===== config.mk =====
export PLATFORM = sky130hd
export DESIGN_NAME = shift_add_mul
export DESIGN_NICKNAME = d
export VERILOG_FILES = /design/src/rtl/shift_add_mul.sv
export SDC_FILE = /design/constraint.sdc
export NUM_CORES = 1
export LEC_CHECK = 0
export ABC_AREA = 1
export ABC_CLOCK_PERIOD_IN_PS = 3700
export BUFFER_PORTS_ARGS = -buffer_cell sky130_fd_sc_hd__buf_2
export CAP_MARGIN = 40
export CORE_MARGIN = 2
export CORE_UTILIZATION = 30
export CTS_CLUSTER_DIAMETER = 30
export CTS_CLUSTER_SIZE = 20
export DETAILED_ROUTE_END_ITERATION = 8
export GPL_ROUTABILITY_DRIVEN = 0
export PLACE_DENSITY_LB_ADDON = 0.1
export SLEW_MARGIN = 20
export SYNTH_ARGS = -nofsm -noshare
export SYNTH_HDL_FRONTEND = slang
export SYNTH_SLANG_ARGS = --single-unit

===== constraint.sdc =====
create_clock -name clk -period 3.7 [get_ports clk]
set_input_delay 0.37 -clock clk [delete_from_list [all_inputs] [get_ports clk]]
set_output_delay 0.37 -clock clk [all_outputs]
set_load 0.01 [all_outputs]

===== src/rtl/shift_add_mul.sv =====
// Iterative shift-and-add multiplier: low 32 bits of a*b, one partial-product add per cycle.
// Operands in and result out use valid/ready handshakes so the pipeline can stall on it.
module shift_add_mul #(
  parameter int WIDTH = 32
) (
  input  logic             clk,
  input  logic             rst,
  input  logic             in_valid,
  output logic             in_ready,
  input  logic [WIDTH-1:0] a,
  input  logic [WIDTH-1:0] b,
  output logic             out_valid,
  input  logic             out_ready,
  output logic [WIDTH-1:0] result
);

  typedef enum logic [1:0] {
    IDLE = 2'd0,
    BUSY = 2'd1,
    DONE = 2'd2
  } state_t;

  state_t      state_q, state_d;
  logic [31:0] acc_q, acc_d;
  logic [31:0] mcand_q, mcand_d;
  logic [31:0] mplr_q, mplr_d;
  logic [4:0]  cnt_q, cnt_d;
  logic [31:0] result_q, result_d;
  logic [31:0] sum_s;
  logic [31:0] acc_step_s;

  Add u_add (
    .a   (acc_q),
    .b   (mcand_q),
    .sum (sum_s)
  );

  assign in_ready  = (state_q == IDLE);
  assign out_valid = (state_q == DONE);
  assign result    = result_q;

  // Next-state and datapath update; every register holds unless its state says otherwise.
  always_comb begin
    state_d    = state_q;
    acc_d      = acc_q;
    mcand_d    = mcand_q;
    mplr_d     = mplr_q;
    cnt_d      = cnt_q;
    result_d   = result_q;
    acc_step_s = mplr_q[0] ? sum_s : acc_q;
    case (state_q)
      IDLE: begin
        if (in_valid) begin
          acc_d   = 32'd0;
          mcand_d = a;
          mplr_d  = b;
          cnt_d   = 5'd0;
          state_d = BUSY;
        end else begin
          state_d = IDLE;
        end
      end
      BUSY: begin
        acc_d   = acc_step_s;
        mcand_d = {mcand_q[30:0], 1'b0};
        mplr_d  = {1'b0, mplr_q[31:1]};
        cnt_d   = cnt_q + 5'd1;
        // Stop as soon as no multiplier bits remain, so latency tracks msb of b.
        if ((mplr_q[31:1] == 31'd0) || (cnt_q == 5'd31)) begin
          state_d  = DONE;
          result_d = acc_step_s;
        end else begin
          state_d = BUSY;
        end
      end
      DONE: begin
        if (out_ready) begin
          state_d = IDLE;
        end else begin
          state_d = DONE;
        end
      end
      default: begin
        state_d = IDLE;
      end
    endcase
  end

  // State and datapath registers; reset discards any in-flight operation.
  always_ff @(posedge clk or posedge rst) begin
    if (rst) begin
      state_q  <= IDLE;
      acc_q    <= 32'd0;
      mcand_q  <= 32'd0;
      mplr_q   <= 32'd0;
      cnt_q    <= 5'd0;
      result_q <= 32'd0;
    end else begin
      state_q  <= state_d;
      acc_q    <= acc_d;
      mcand_q  <= mcand_d;
      mplr_q   <= mplr_d;
      cnt_q    <= cnt_d;
      result_q <= result_d;
    end
  end

endmodule

// 32-bit carry-lookahead adder: 4-bit lookahead groups chained by group carry; carry-out dropped.
module Add (
  input  logic [31:0] a,
  input  logic [31:0] b,
  output logic [31:0] sum
);

  logic [30:0] g;
  logic [31:0] p;
  logic [31:0] c;

  assign g    = a[30:0] & b[30:0];
  assign p    = a ^ b;
  assign c[0] = 1'b0;

  for (genvar gi = 0; gi < 8; gi++) begin : g_cla
    localparam int B = gi * 4;
    assign c[B+1] = g[B] | (p[B] & c[B]);
    assign c[B+2] = g[B+1] | (p[B+1] & g[B]) | (p[B+1] & p[B] & c[B]);
    assign c[B+3] = g[B+2] | (p[B+2] & g[B+1]) | (p[B+2] & p[B+1] & g[B])
                  | (p[B+2] & p[B+1] & p[B] & c[B]);
    if (gi < 7) begin : g_cout
      assign c[B+4] = g[B+3] | (p[B+3] & g[B+2]) | (p[B+3] & p[B+2] & g[B+1])
                    | (p[B+3] & p[B+2] & p[B+1] & g[B])
                    | (p[B+3] & p[B+2] & p[B+1] & p[B] & c[B]);
    end
  end

  assign sum = p ^ c;

endmodule

==> results.toml, run 1 <==
[clocking]
cts.sinks = 135
cts_buffer_depth = 2
cts_root_buf = "clkbuf_16"
numCtsBuffers = 17
clk_latency_ns = 0.42
cts_tree = "built"
htreeDepth = 4
path_clk_slew_ns = 0.06
post_cts_buffers = 0

[logic_synthesis]
synth_area_per_cell_um2 = 8.619
yosys.area.top_type_share_pct = 47.57
yosysWarnings = 0
synth_area_um2 = 7102
synth_seq_area_share_pct = 47.57
synth_common_cells = "nand2_1 (199), dfrtp_1 (135), inv_1 (90)"
synth.distinct_cells = 37
synth_edf_count = 0
async_reset_ff_share_pct = 100.0
ys.flop_type = "dfrtp_1"
yosysMostFrequentCell = "nand2_1"
synth_fp_nets = 933
ys_seq_elements = 135
synth_top_cells_by_area = "dfrtp_1 (48%), nand2_1 (11%), ha_1 (5.8%)"
synth_top_area_cell = "dfrtp_1"
syn_inst = 824

[route]
wirelength_um = 19400
avgRoutedWirePerCell_um = 15.54
drt_pass1_iterations = 4
drc = 0
drtAntennaViolNets = 0
via_count = 5905
via_per_inst = 4.732
drt_iter0_drc = 297

[global_route]
met2_usage_pct = 26.77
busiest_layer = "met2"
met1_usage_pct = 22.51
grt_use_total_pct = 16.68
first_global_vias = 6068
grt_max_degree = 53
grt.met3_usage_pct = 3.887
grt_pass1_wl_um = 32060
grt-ovfl-total = 0
antenna_found_initial = 1

[finish]
drive_gt1_share_pct = 18.08
nets = 1026
diodes = 0
area_growth_syn_to_layout_pct = 22.04

[timing]
tns_ns = 0
fmax_ghz = 0.3499
setup_viol = 0
hold_viol_final = 0
report.final.slew_viol_count = 0
period_needed_ns = 2.858
finClkSkew_ns = 0.008754
tightest_slew_ns = 0.7304
slew_headroom_pct = 51.25
timing.final.crit_share_pct = 77.23
rsz0062_at_grt = "no"

[hold_path]
hold_path.class = "in -> reg"
hold_start = "out_ready"

[pwr]
power_mw = 8.331
power.density_nw_per_um2 = 961.2
ir_drop_mv = 0.2901
p_leak_nw = 4.300

[worst_setup_path]
critPathRequiredTime_ns = 4.02
path_class = "reg -> reg"
cp-start-kind = "flop"
r2r_start = "acc_q[3]"
worstPathArrival_ns = 3.17
crit_fanout = 3
crit_start = "acc_q[3]"
crit_path_end_kind = "flop"

[floorplan]
die_area_um2 = 24920
rows = 56
die_x_um = 157.9
start_util_pct = 30.44
coreArea_um2 = 23330
die_h_um = 157.9
ioPinCount = 102

[placed_design]
hpwl_um = 13440
io_buffers = 101

[outcome]
status = "finished, final reports clean"

[job]
maxCapViolCount = 0
-- per-stage QoR --
stage          setup WS (ns)  cell area (um^2)  utilization (%)  hold slack [ns]  cells
6_report              0.8423              8667            37.15           0.1322   1248
5_1_grt               0.5932              8667            37.15           0.1250   1248
4_1_cts               0.8101              8667            37.15           0.1204   1248
3_5_place_dp          0.8007              8051            34.51           0.3535   1216
3_3_place_gp          0.8655              7976            34.19           0.4603   1213
2_1_floorplan          1.081              7106                -           0.4563    824
-- critical path, cell delays in order (launching register included) --
cell	delay (ns)
dfrtp_1	0.40
ha_1	0.34
or2_0	0.23
nand2_1	0.06
nand2_1	0.06
nand2_1	0.06
nand2_1	0.09
nand2_1	0.07
nand2_1	0.06
nand2_1	0.07
nand2_2	0.07
nand2_2	0.06
nand2_2	0.06
nand2_2	0.06
nand2_2	0.06
nand2_2	0.08
nand2_4	0.06
fa_1	0.37
xor2_1	0.17
nand2_1	0.06
nand2_1	0.07
a22o_1	0.17
-- sequential cells by signal, summed over array words and instances (netlist names) --
name,flops
mplr_q,32
result,32
state_q,2
cnt_q,5
acc_q,32
mcand_q,32
-- layer usage --
metal / part of all wire (%) / vias to the layer above
met5: 0.067 / -
met4: 1.4 / 2
met3: 3.7 / 20
met2: 46 / 89
met1: 49 / 2820
li1: - / 2974
-- cell usage in the layout (no fill, tap or decap), drive strengths merged --
master       synthesis  routed
o31ai                1       1
o21bai               1       1
fa                   8       8
o21ai               47      47
a21oi               33      33
ha                  33      33
inv                 90      89
nand3               80      80
nand2              208     208
xor2                12      12
and3                 1       1
a21o                 2       2
dlygate4sd3          0       1
a41o                 1       1
o22ai               18      18
bufinv               0       3
a22o                12      12
nand4                7       7
buf                  5     118
nor3                 5       5
clkbuf              40      19
nor2                23      23
nor4                 4       4
or2                  5       5
xnor2                5       5
dfrtp              135     135
nand3b               2       2
clkinvlp             0       5
a32o                 2       2
clkinv               2       7
o211ai              12      12
o221ai              30      30
-- power by group --
group	total, mW	switching, mW	internal (mW)
registers	2.59	0.431	2.16
clock network	1.77	0.675	1.09
logic	3.97	2.38	1.59
-- path summary, 6_finish.rpt --
path / cells after the start / end / slack, ns
max: 21 / acc_q[29] / 0.84
max reg2reg: 21 / acc_q[29] / 0.84
min in group asynchronous: 3 / result[10] / 0.45
min reg2reg: 2 / result[5] / 0.47
max in group asynchronous: 5 / acc_q[11] / 2.51
min: 2 / state_q[1] / 0.13
-- logic make-up after synthesis --
kind of cell	share of synthesized area [%]
AO/OA/AOI/OAI	14.52
XOR/XNOR	2.097
adder cells (fa/ha/maj)	8.069
buffers and inverters	7.382
flip-flops	47.57
AND/OR/NAND/NOR	20.37
-- layout make-up --
cell class | count | area, um^2
fill | 2424 | 14670
sequential | 135 | 3378
multi-input combinational | 552 | 3214
timing repair buffer | 119 | 720.7
clock buffer | 19 | 452.9
tap | 319 | 399.1
inverter | 92 | 349.1
clock inverter | 12 | 152.6
-- what timing repair did --
item / 4_1_cts / 5_1_grt
resized for setup: 0 / 0
hold buffers: 1 / 0
hold endpoints to repair: 5 / 0
Power figures use the tool's default switching activity.
==> run 2: changes to the inputs <==
--- a/config.mk
+++ b/config.mk
@@ -5,8 +5,8 @@
 export SDC_FILE = /design/constraint.sdc
 export NUM_CORES = 1
 export LEC_CHECK = 0
-export ABC_AREA = 1
-export ABC_CLOCK_PERIOD_IN_PS = 3700
+export ABC_AREA = 0
+export ABC_CLOCK_PERIOD_IN_PS = 2800
 export BUFFER_PORTS_ARGS = -buffer_cell sky130_fd_sc_hd__buf_2
 export CAP_MARGIN = 40
 export CORE_MARGIN = 2
==> constraint.sdc (replaced) <==
create_clock -name clk -period 2.8 [get_ports clk]
set_input_delay 0.28 -clock clk [delete_from_list [all_inputs] [get_ports clk]]
set_output_delay 0.28 -clock clk [all_outputs]
set_load 0.01 [all_outputs]
==> run 2 against run 1 <==
  * Synthesized cell count decreased by 11%
  * First-iteration DRC count decreased by 6.4%
  * Die area decreased by 3.1%
  * Flip-flop and latch count unchanged
  * Sequential power increased by 34%
  * Synthesized area decreased by 3.1%
  * The flow now finishes with violations (setup timing)
  * Clock-buffer cell count unchanged
  * Combinational power increased by 54%
==> results.toml, run 2 <==
[logic_synthesis]
synth_top_cells_by_area = "dfrtp_1 (49%), nand2_1 (9.3%), ha_1 (6.0%)"
synth_area_um2 = 6879
ys.flop_type = "dfrtp_1"
synth_fp_nets = 846
ys_seq_elements = 135
yosys.area.top_type_share_pct = 49.11
synth.distinct_cells = 43
async_reset_ff_share_pct = 100.0
synth_edf_count = 0
synth_common_cells = "nand2_1 (170), dfrtp_1 (135), o21ai_0 (79)"
synth_top_area_cell = "dfrtp_1"
synth_seq_area_share_pct = 49.11
synth_area_per_cell_um2 = 9.334
yosysWarnings = 0
syn_inst = 737
yosysMostFrequentCell = "nand2_1"

[worst_setup_path]
worstPathArrival_ns = 3.27
path_buf_inv = 0
slowest_stage = "dfrtp_1"
path_cells = "ha_4 -> a21oi_2 -> nand2_1 -> a221o_1 -> or2_4 -> a21o_1 -> a21o_1 -> a21oi_2 -> nor2b_1 -> nor2_2 -> fa_2 -> xor2_2 -> o21ai_1 -> mux2_2"
path_class = "reg -> reg"
critPathRequiredTime_ns = 3.10
crit_fanout = 4
crit_path_max_incr_delay_ns = 0.41
crit_path_end_kind = "flop"
cp-start-kind = "flop"
critical_path.top_delay_family = "compound AO/OA/AOI/OAI gates"

[timing]
holdWs_ns = 0.05716
period_needed_ns = 2.977
report.final.slew_viol_count = 0
hold_viol_final = 0
rsz0062_at_grt = "yes"
setup_ws_ns = -0.1774
tightest_slew_ns = 0.7476
timing.final.crit_share_pct = 106.3
fmax_ghz = 0.3359
setup_viol = 13
slew_headroom_pct = 50.11
finClkSkew_ns = 0.009710

[finish]
layout_commonest_cell = "nand2_1"
fin_area_um2 = 9136
mostFrequentLayoutCells = "nand2_1 (168), dfrtp_1 (135), buf_2 (101)"
area_growth_syn_to_layout_pct = 32.81
num-fill-cells = 2258
layout.cells.non_filler = 1202
drive_gt1_share_pct = 29.29
nets = 1011
seq_area_um2 = 3378
multi_input_area_um2 = 3507

[route]
via_count = 5860
wirelength_um = 20130
drt_iter0_drc = 278
avgRoutedWirePerCell_um = 16.75
drc = 0
via_per_inst = 4.875
drtAntennaViolNets = 0
drt_pass1_iterations = 5

[clocking]
htreeDepth = 4
cts_root_buf = "clkbuf_16"
cts.sinks = 135
cts_buffer_depth = 2
clk_latency_ns = 0.42
cts_tree = "built"
numCtsBuffers = 17
path_clk_slew_ns = 0.06

[floorplan]
die_x_um = 155.4
rows = 55
die_area_um2 = 24160
start_util_pct = 30.48
die_h_um = 155.4
coreArea_um2 = 22570
ioPinCount = 102

[global_route]
grt_use_total_pct = 17.38
first_global_vias = 5944
grt_pass1_wl_um = 32530
antenna_found_initial = 4
grt-ovfl-total = 0
grt_max_degree = 53

[hold_path]
hold_path.class = "in -> reg"

[placed_design]
io_buffers = 101
dpl-instance-area_um2 = 8253
dp.cells = 1157
dp_slack_ns = -0.2896
hpwl_um = 14540

[outcome]
status = "finished with violations"
failed_checks = "setup timing"

[pwr]
ir_drop_mv = 0.6371
power_mw = 11.99
p_leak_nw = 4.485
power.density_nw_per_um2 = 1312

[job]
maxCapViolCount = 0
[run 2: final cells by class]
class                           instances  share of cell area (%)
Inverter                               21                  0.9039
Tap cell                              285                   3.903
Timing Repair Buffer                  184                   12.97
Sequential cell                       135                   36.98
Clock inverter                         13                   1.958
Multi-Input combinational cell        543                   38.39
Clock buffer                           19                   4.848
Antenna cell                            2                 0.05478
[run 2: cells by family after synthesis]
family	count (synthesis)	share of synthesized area (%)
XOR/XNOR	18	2.292
buffers and inverters	59	3.219
AND/OR/NAND/NOR	261	15.75
adder cells (fa/ha/maj)	41	8.330
flip-flops	135	49.11
AO/OA/AOI/OAI	209	19.08
multiplexers	14	2.219
[run 2: path summary, 6_finish.rpt]
path	from	endpoint	slack [ns]	cells past startpoint
setup / recovery	mcand_q[10]	result[17]	-0.18	14
hold / removal	out_ready	state_q[1]	0.06	2
setup reg to reg	mcand_q[10]	result[17]	-0.18	14
hold reg to reg	result[12]	result[12]	0.47	2
max in group asynchronous	rst	cnt_q[4]	1.72	5
min in group asynchronous	rst	result[28]	0.51	4
[run 2: per-stage QoR]
| stage | TNS (ns) | util, % |
|---|---|---|
| final | -1.085 | 40.48 |
| after CTS | -1.126 | 39.77 |
| after global routing | -3.496 | 40.45 |
| after detailed placement | -2.550 | 36.56 |
| after global placement | -1.707 | 36.56 |
| after floorplan | -0.2324 | - |
[run 2: timing repair]
| action | in CTS | in global routing |
|---|---|---|
| setup endpoints to repair | 17 | 25 |
| pin swaps | 18 | 8 |
| setup buffers | 3 | 6 |
| endpoints found under the hold margin | 0 | 29 |
| hold buffers | 0 | 1 |
| resized for setup | 24 | 25 |
[run 2: layer usage]
metal | up-vias | part of all wire (%) | global-route usage (%)
li1 | 2916 | - | -
met3 | 22 | 4.8 | 4.318
met2 | 126 | 44 | 26.42
met1 | 2790 | 50 | 24.41
met4 | 6 | 1.4 | 5.417
met5 | - | 0.20 | 0
[run 2: where the power goes]
group / internal [mW] / leakage [nW] / switching (mW)
Clock: 1.51 / 0.306 / 0.879
Combinational: 2.87 / 2.45 / 3.25
Sequential: 2.79 / 1.73 / 0.683
